==> config.mk <==
export PLATFORM = sky130hd
export DESIGN_NAME = vbsme_port_arbiter
export DESIGN_NICKNAME = d
export VERILOG_FILES = /design/src/rtl/vbsme_port_arbiter_pkg.sv /design/src/rtl/vbsme_burst_counter.sv /design/src/rtl/vbsme_port_arbiter.sv
export SDC_FILE = /design/constraint.sdc
export NUM_CORES = 1
export LEC_CHECK = 0
export CAP_MARGIN = 25
export CORE_AREA = 2 2 91 93
export DETAILED_ROUTE_END_ITERATION = 10
export DIE_AREA = 0 0 93 95
export HOLD_SLACK_MARGIN = 0.02
export PLACE_DENSITY = 0.85
export SYNTH_ARGS = -nofsm -noshare
export SYNTH_HDL_FRONTEND = slang
export SYNTH_HIERARCHICAL = 1
export SYNTH_SLANG_ARGS = --single-unit
export TNS_END_PERCENT = 20
==> constraint.sdc <==
create_clock -name clk -period 2.2 [get_ports clk]
set_input_delay 0.22 -clock clk [delete_from_list [all_inputs] [get_ports clk]]
set_output_delay 0.22 -clock clk [all_outputs]
set_load 0.1 [all_outputs]
==> src/rtl/vbsme_port_arbiter_pkg.sv <==
// Shared definitions for the VBSME shared-port arbiter: FSM encoding, owner
// codes (identical to the external 2-to-1 mux select) and the owner picker.
package vbsme_port_arbiter_pkg;

    typedef enum logic [1:0] {
        ST_IDLE = 2'd0,
        ST_BUSY = 2'd1,
        ST_DONE = 2'd2
    } state_t;

    localparam logic OWNER_A = 1'b0;
    localparam logic OWNER_B = 1'b1;

    localparam int ADDR_STEP_DEFAULT = 4;

    // A lone requester wins outright; on a tie the one not served last wins.
    function automatic logic pick_owner(input logic req_a, input logic req_b,
                                        input logic last_served);
        logic owner;
        if (req_a && req_b) begin
            owner = ~last_served;
        end else if (req_b) begin
            owner = OWNER_B;
        end else begin
            owner = OWNER_A;
        end
        return owner;
    endfunction

endpackage

==> src/rtl/vbsme_burst_counter.sv <==
// Beat counter, latched burst base/length and the beat address adder for the
// shared port. The address wraps modulo 2^ADDR_W without any indication.
module vbsme_burst_counter #(
    parameter int ADDR_W    = 32,
    parameter int LEN_W     = 4,
    parameter int ADDR_STEP = 4
) (
    input  logic              clk,
    input  logic              rst_n,
    input  logic              load,
    input  logic              advance,
    input  logic [LEN_W-1:0]  len_in,
    input  logic [ADDR_W-1:0] base_in,
    output logic [ADDR_W-1:0] addr_out,
    output logic              last
);

    localparam logic [ADDR_W-1:0] STEP_V = ADDR_W'(ADDR_STEP);

    logic [ADDR_W-1:0] base_q;
    logic [LEN_W-1:0]  len_q;
    logic [LEN_W-1:0]  beat_q;
    logic [ADDR_W-1:0] beat_ext;

    always_ff @(posedge clk or negedge rst_n) begin
        if (!rst_n) begin
            base_q <= '0;
            len_q  <= '0;
            beat_q <= '0;
        end else if (load) begin
            base_q <= base_in;
            len_q  <= len_in;
            beat_q <= '0;
        end else if (advance && !last) begin
            // The counter parks on the final beat once the burst completes.
            beat_q <= beat_q + LEN_W'(1);
        end
    end

    assign last     = (beat_q == len_q);
    assign beat_ext = ADDR_W'(beat_q);
    assign addr_out = base_q + (beat_ext * STEP_V);

endmodule

==> src/rtl/vbsme_port_arbiter.sv <==
// Round-robin burst arbiter sharing one 32-bit address/data port between the
// current-block loader (A) and the search-window loader (B).
module vbsme_port_arbiter
    import vbsme_port_arbiter_pkg::*;
#(
    parameter int ADDR_W    = 32,
    parameter int LEN_W     = 4,
    parameter int ADDR_STEP = ADDR_STEP_DEFAULT
) (
    input  logic              clk,
    input  logic              rst_n,
    input  logic              req_a,
    input  logic [LEN_W-1:0]  len_a,
    input  logic [ADDR_W-1:0] addr_a,
    input  logic              req_b,
    input  logic [LEN_W-1:0]  len_b,
    input  logic [ADDR_W-1:0] addr_b,
    input  logic              ready,
    output logic              gnt_a,
    output logic              gnt_b,
    output logic              sel,
    output logic              valid,
    output logic [ADDR_W-1:0] addr_out,
    output logic              done_a,
    output logic              done_b,
    output state_t            state_dbg
);

    // Handshake: a beat transfers on a rising edge where valid && ready.
    // valid is decoded from registered state only; ready low holds the beat.

    state_t state_q, state_d;
    logic   owner_q, owner_d;
    logic   last_q, last_d;
    logic   grant_pick;
    logic   load;
    logic   advance;
    logic   last_beat;

    logic [LEN_W-1:0]  len_sel;
    logic [ADDR_W-1:0] base_sel;

    assign grant_pick = pick_owner(req_a, req_b, last_q);
    assign len_sel    = (grant_pick == OWNER_B) ? len_b  : len_a;
    assign base_sel   = (grant_pick == OWNER_B) ? addr_b : addr_a;

    always_ff @(posedge clk or negedge rst_n) begin
        if (!rst_n) begin
            state_q <= ST_IDLE;
            owner_q <= OWNER_A;
            // Pretending B was served last makes the first tie go to A.
            last_q  <= OWNER_B;
        end else begin
            state_q <= state_d;
            owner_q <= owner_d;
            last_q  <= last_d;
        end
    end

    always_comb begin
        state_d = state_q;
        owner_d = owner_q;
        last_d  = last_q;
        load    = 1'b0;
        advance = 1'b0;
        case (state_q)
            ST_IDLE: begin
                if (req_a || req_b) begin
                    state_d = ST_BUSY;
                    owner_d = grant_pick;
                    load    = 1'b1;
                end
            end
            ST_BUSY: begin
                if (ready) begin
                    advance = 1'b1;
                    if (last_beat) begin
                        state_d = ST_DONE;
                    end
                end
            end
            ST_DONE: begin
                last_d  = owner_q;
                state_d = ST_IDLE;
            end
            default: begin
                state_d = ST_IDLE;
            end
        endcase
    end

    vbsme_burst_counter #(
        .ADDR_W    (ADDR_W),
        .LEN_W     (LEN_W),
        .ADDR_STEP (ADDR_STEP)
    ) u_burst_counter (
        .clk      (clk),
        .rst_n    (rst_n),
        .load     (load),
        .advance  (advance),
        .len_in   (len_sel),
        .base_in  (base_sel),
        .addr_out (addr_out),
        .last     (last_beat)
    );

    // owner_q only changes on a grant, so the mux select holds between bursts.
    assign sel       = owner_q;
    assign valid     = (state_q == ST_BUSY);
    assign gnt_a     = valid && (owner_q == OWNER_A);
    assign gnt_b     = valid && (owner_q == OWNER_B);
    assign done_a    = (state_q == ST_DONE) && (owner_q == OWNER_A);
    assign done_b    = (state_q == ST_DONE) && (owner_q == OWNER_B);
    assign state_dbg = state_q;

endmodule

==> impl_metrics.py <==
metrics = {
    "worst_setup_path": {
        "crit_type": "reg -> out",
        "cp.required_ps": 1980,
        "crit_slowest_cell": "dfrtp_1",
        "arrival_ps": 2310,
        "r2r-start": "u_burst_counter/beat_q[1]",
        "crit_family": "adder cells",
        "crit_chain": "ha_2, inv_2, fa_2, nor2b_2, o31a_1, buf_12, buf_12, nand3_4, xnor2_4, buf_12",
        "cp_common_cell": "buf_12",
        "crit_fanout": 8,
        "crit_end": "addr_out[20]",
        "rrSetupSlack_ps": 430,
        "rr_worst_depth": 5,
        "startpoint_type": "register",
        "reg2reg_to": "u_burst_counter/beat_q[1]",
        "startpoint": "u_burst_counter/beat_q[0]",
        "cp_num_cells": 10,
        "worst-path-buf-inv": 4,
        "critPathCaptureType": "output pin",
        "critPathMaxStageDelay_ps": 370,
    },
    "finish": {
        "layoutNonFillerInstCount": 524,
        "num_antenna_cells": 0,
        "design_area_sq_um": 5510,
        "nFillCells": 575,
        "syn_to_final_growth_pct": 79.46,
        "nNetsFinal": 501,
        "drive_gt1_share_pct": 52.03,
    },
    "clocking": {
        "clkLatencyLatePin_ps": 290,
        "htree_num_levels": 2,
        "clk_pin_slew_ps": 90,
        "clk_path_buf_depth": 2,
        "cts_tree": "done",
        "cts_sinks": 44,
        "clock-root-buffer": "clkbuf_8",
        "cts_made_buffers": 5,
    },
    "yosys": {
        "synth.area.top_cells": "dfrtp_1, mux2_2, mux2_4",
        "avgSynthCellArea_sq_um": 11.41,
        "ys_ff_latch": 44,
        "synth_area_sq_um": 3070,
        "synth.distinct_cells": 44,
        "synth_top_family_by_area": "multiplexers",
        "synthMostInstantiatedCell": "dfrtp_1",
        "yosys.area_share.simple_pct": 14.02,
        "synth_common_cells": "dfrtp_1, mux2_2, mux2_4",
        "synth_async_sr_flop_share_pct": 100.0,
        "synth_edf_count": 0,
        "syn_nets": 352,
        "synth_compound_area_share_pct": 4.808,
        "synth_ff_type": "dfrtp_1",
        "yosysTopAreaCell": "dfrtp_1",
        "synthCells": 269,
        "synth.top_cell.area_share_pct": 35.04,
        "synth_mux_area_share_pct": 28.81,
        "synth_xor_area_share_pct": 9.128,
        "synth_adder_area_share_pct": 2.689,
        "yosysWarnings": 6,
        "seq_area_frac_synth_pct": 35.90,
    },
    "timing": {
        "rsz0062_at_grt": "yes",
        "setup_ws_ps": -330.4,
        "tightest_slew_ps": 562.7,
        "drv_slew": 0,
        "period_share_pct": 115.0,
        "setup_viol": 25,
        "hold_slack_ps": 361.5,
        "max_slew_margin_pct": 62.08,
        "fmax_mhz": 395.2,
        "period_minus_slack_ps": 2530,
        "hold_viol_final": 0,
        "finalClockSkew_ps": 7.309,
    },
    "die": {
        "num_rows": 33,
        "ios": 117,
        "die_w_microns": 93,
        "die_y_microns": 95,
        "start_util_pct": 38.73,
        "die-area_sq_um": 8835,
        "core-area_sq_um": 7928,
    },
    "hold_path": {
        "hold_path_class": "in -> async",
    },
    "global_route": {
        "grt_pass1_vias": 2767,
        "grt_first_pass_wirelength_mm": 13.27,
        "antenna_found_initial": 0,
        "use_met2_pct": 35.08,
        "grt_util_met3_pct": 4.150,
        "grt.met1_usage_pct": 22.14,
        "track_usage_pct": 18.97,
        "grt_max_degree": 45,
        "grt-ovfl-total": 0,
        "top_usage_layer": "met2",
    },
    "detailed_routing": {
        "routed_wl_mm": 8.380,
        "ant_nets": 0,
        "first_pass_iters": 4,
        "wl_per_cell_microns": 15.99,
        "via_count": 2632,
        "drcViolationCount": 0,
        "viasPerCell": 5.023,
        "drt_iter0_drc": 71,
    },
    "status": {
        "status": "complete, but fails checks",
        "violations": "setup timing",
    },
    "run": {
        "maxCapViolations": 0,
    },
    "place": {
        "gp_congestion": 0.8316,
        "hpwlAfterDp_mm": 6.430,
        "post-place-cells": 508,
        "placed_area_sq_um": 5201,
        "numPortBuffers": 116,
    },
}
[final cells by class]
type                       instances  area [sq um]  area share (%)
clock buffer                       6         72.57           1.317
clock inverter                     2         12.51          0.2271
inverter                           8         30.03          0.5450
multi-input combinational        204          2369           42.98
sequential                        44          1107           20.10
tap                              105         131.4           2.384
timing repair buffer             155          1788           32.45
[layout by cell type, fill, tap and decap left out, types with 2 or more instances in the layout]
cell type	netlist	layout
clkdlybuf4s50_1	0	75
buf_4	2	41
dfrtp_1	43	41
mux2_2	39	39
buf_12	3	34
mux2_4	29	29
nor2_1	12	11
xnor2_4	0	11
nand2_1	11	9
xor2_2	0	9
inv_1	8	7
nand3_1	14	7
o21ai_0	7	7
nand4_1	6	6
xnor2_2	0	6
clkbuf_8	0	5
nand3_4	0	5
xor2_1	14	5
nor3_1	9	4
and3_1	4	4
nor3_2	0	3
buf_6	1	3
nor2b_4	0	2
a21o_1	2	2
a21oi_4	0	2
nor4_2	2	2
nor4_1	2	2
nand3_2	0	2
nor3_4	0	2
nand2_4	0	2
or3_1	2	2
a21oi_1	4	2
ha_4	0	2
ha_1	5	2
[cell families after synthesis]
family,after synthesis
DFF,44
buffers and inverters,21
and+or+nand+nor,76
AOI/OAI and AO/OA,21
xor gates and xnor gates,32
adders and majority gates,6
muxes,69
[state kept, by name (all words and copies together) (netlist names)]
signal	count
u_burst_counter/beat_q	4
u_burst_counter/len_q	4
u_burst_counter/base_q	32
state_dbg	2
last_q	1
sel	1
[worst min-delay path by stage]
stage | slack (ps) | startpoint | to | cells past startpoint
3_5_place_dp | 120 | rst_n | u_burst_counter/base_q[21] | 1
5_1_grt | 360 | rst_n | u_burst_counter/base_q[25] | 2
3_3_place_gp | 110 | rst_n | u_burst_counter/base_q[21] | 1
6_report | 360 | rst_n | u_burst_counter/base_q[21] | 2
4_1_cts | 340 | rst_n | u_burst_counter/base_q[21] | 2
2_1_floorplan | -80 | rst_n | sel | 0
[routing by layer]
layer | vias up | wire [microns]
met5 | - | 0
met4 | 0 | 61
met3 | 8 | 464
met2 | 74 | 4581
met1 | 1294 | 3272
li1 | 1256 | -
[per-stage QoR]
stage / util [%] / setup TNS, ps / worst slack [ps]
floorplan: - / -12300 / -596.1
global placement: 65.61 / -36.63 / -13.23
detailed placement: 65.61 / -518.1 / -92.41
CTS: 68.84 / -5457 / -385.8
global route: 69.51 / -7704 / -471.6
finish: 69.51 / -4975 / -330.4
[repair_timing]
item,CTS,global route
gates resized for setup,22,5
endpoints found under the hold margin,9,0
setup buffers,6,1
pin swaps,14,9
hold buffers,1,0
setup endpoints to repair,26,26
Power is not shown: default switching activity piles up to over one toggle a cycle in this logic, so the estimate is an artifact.
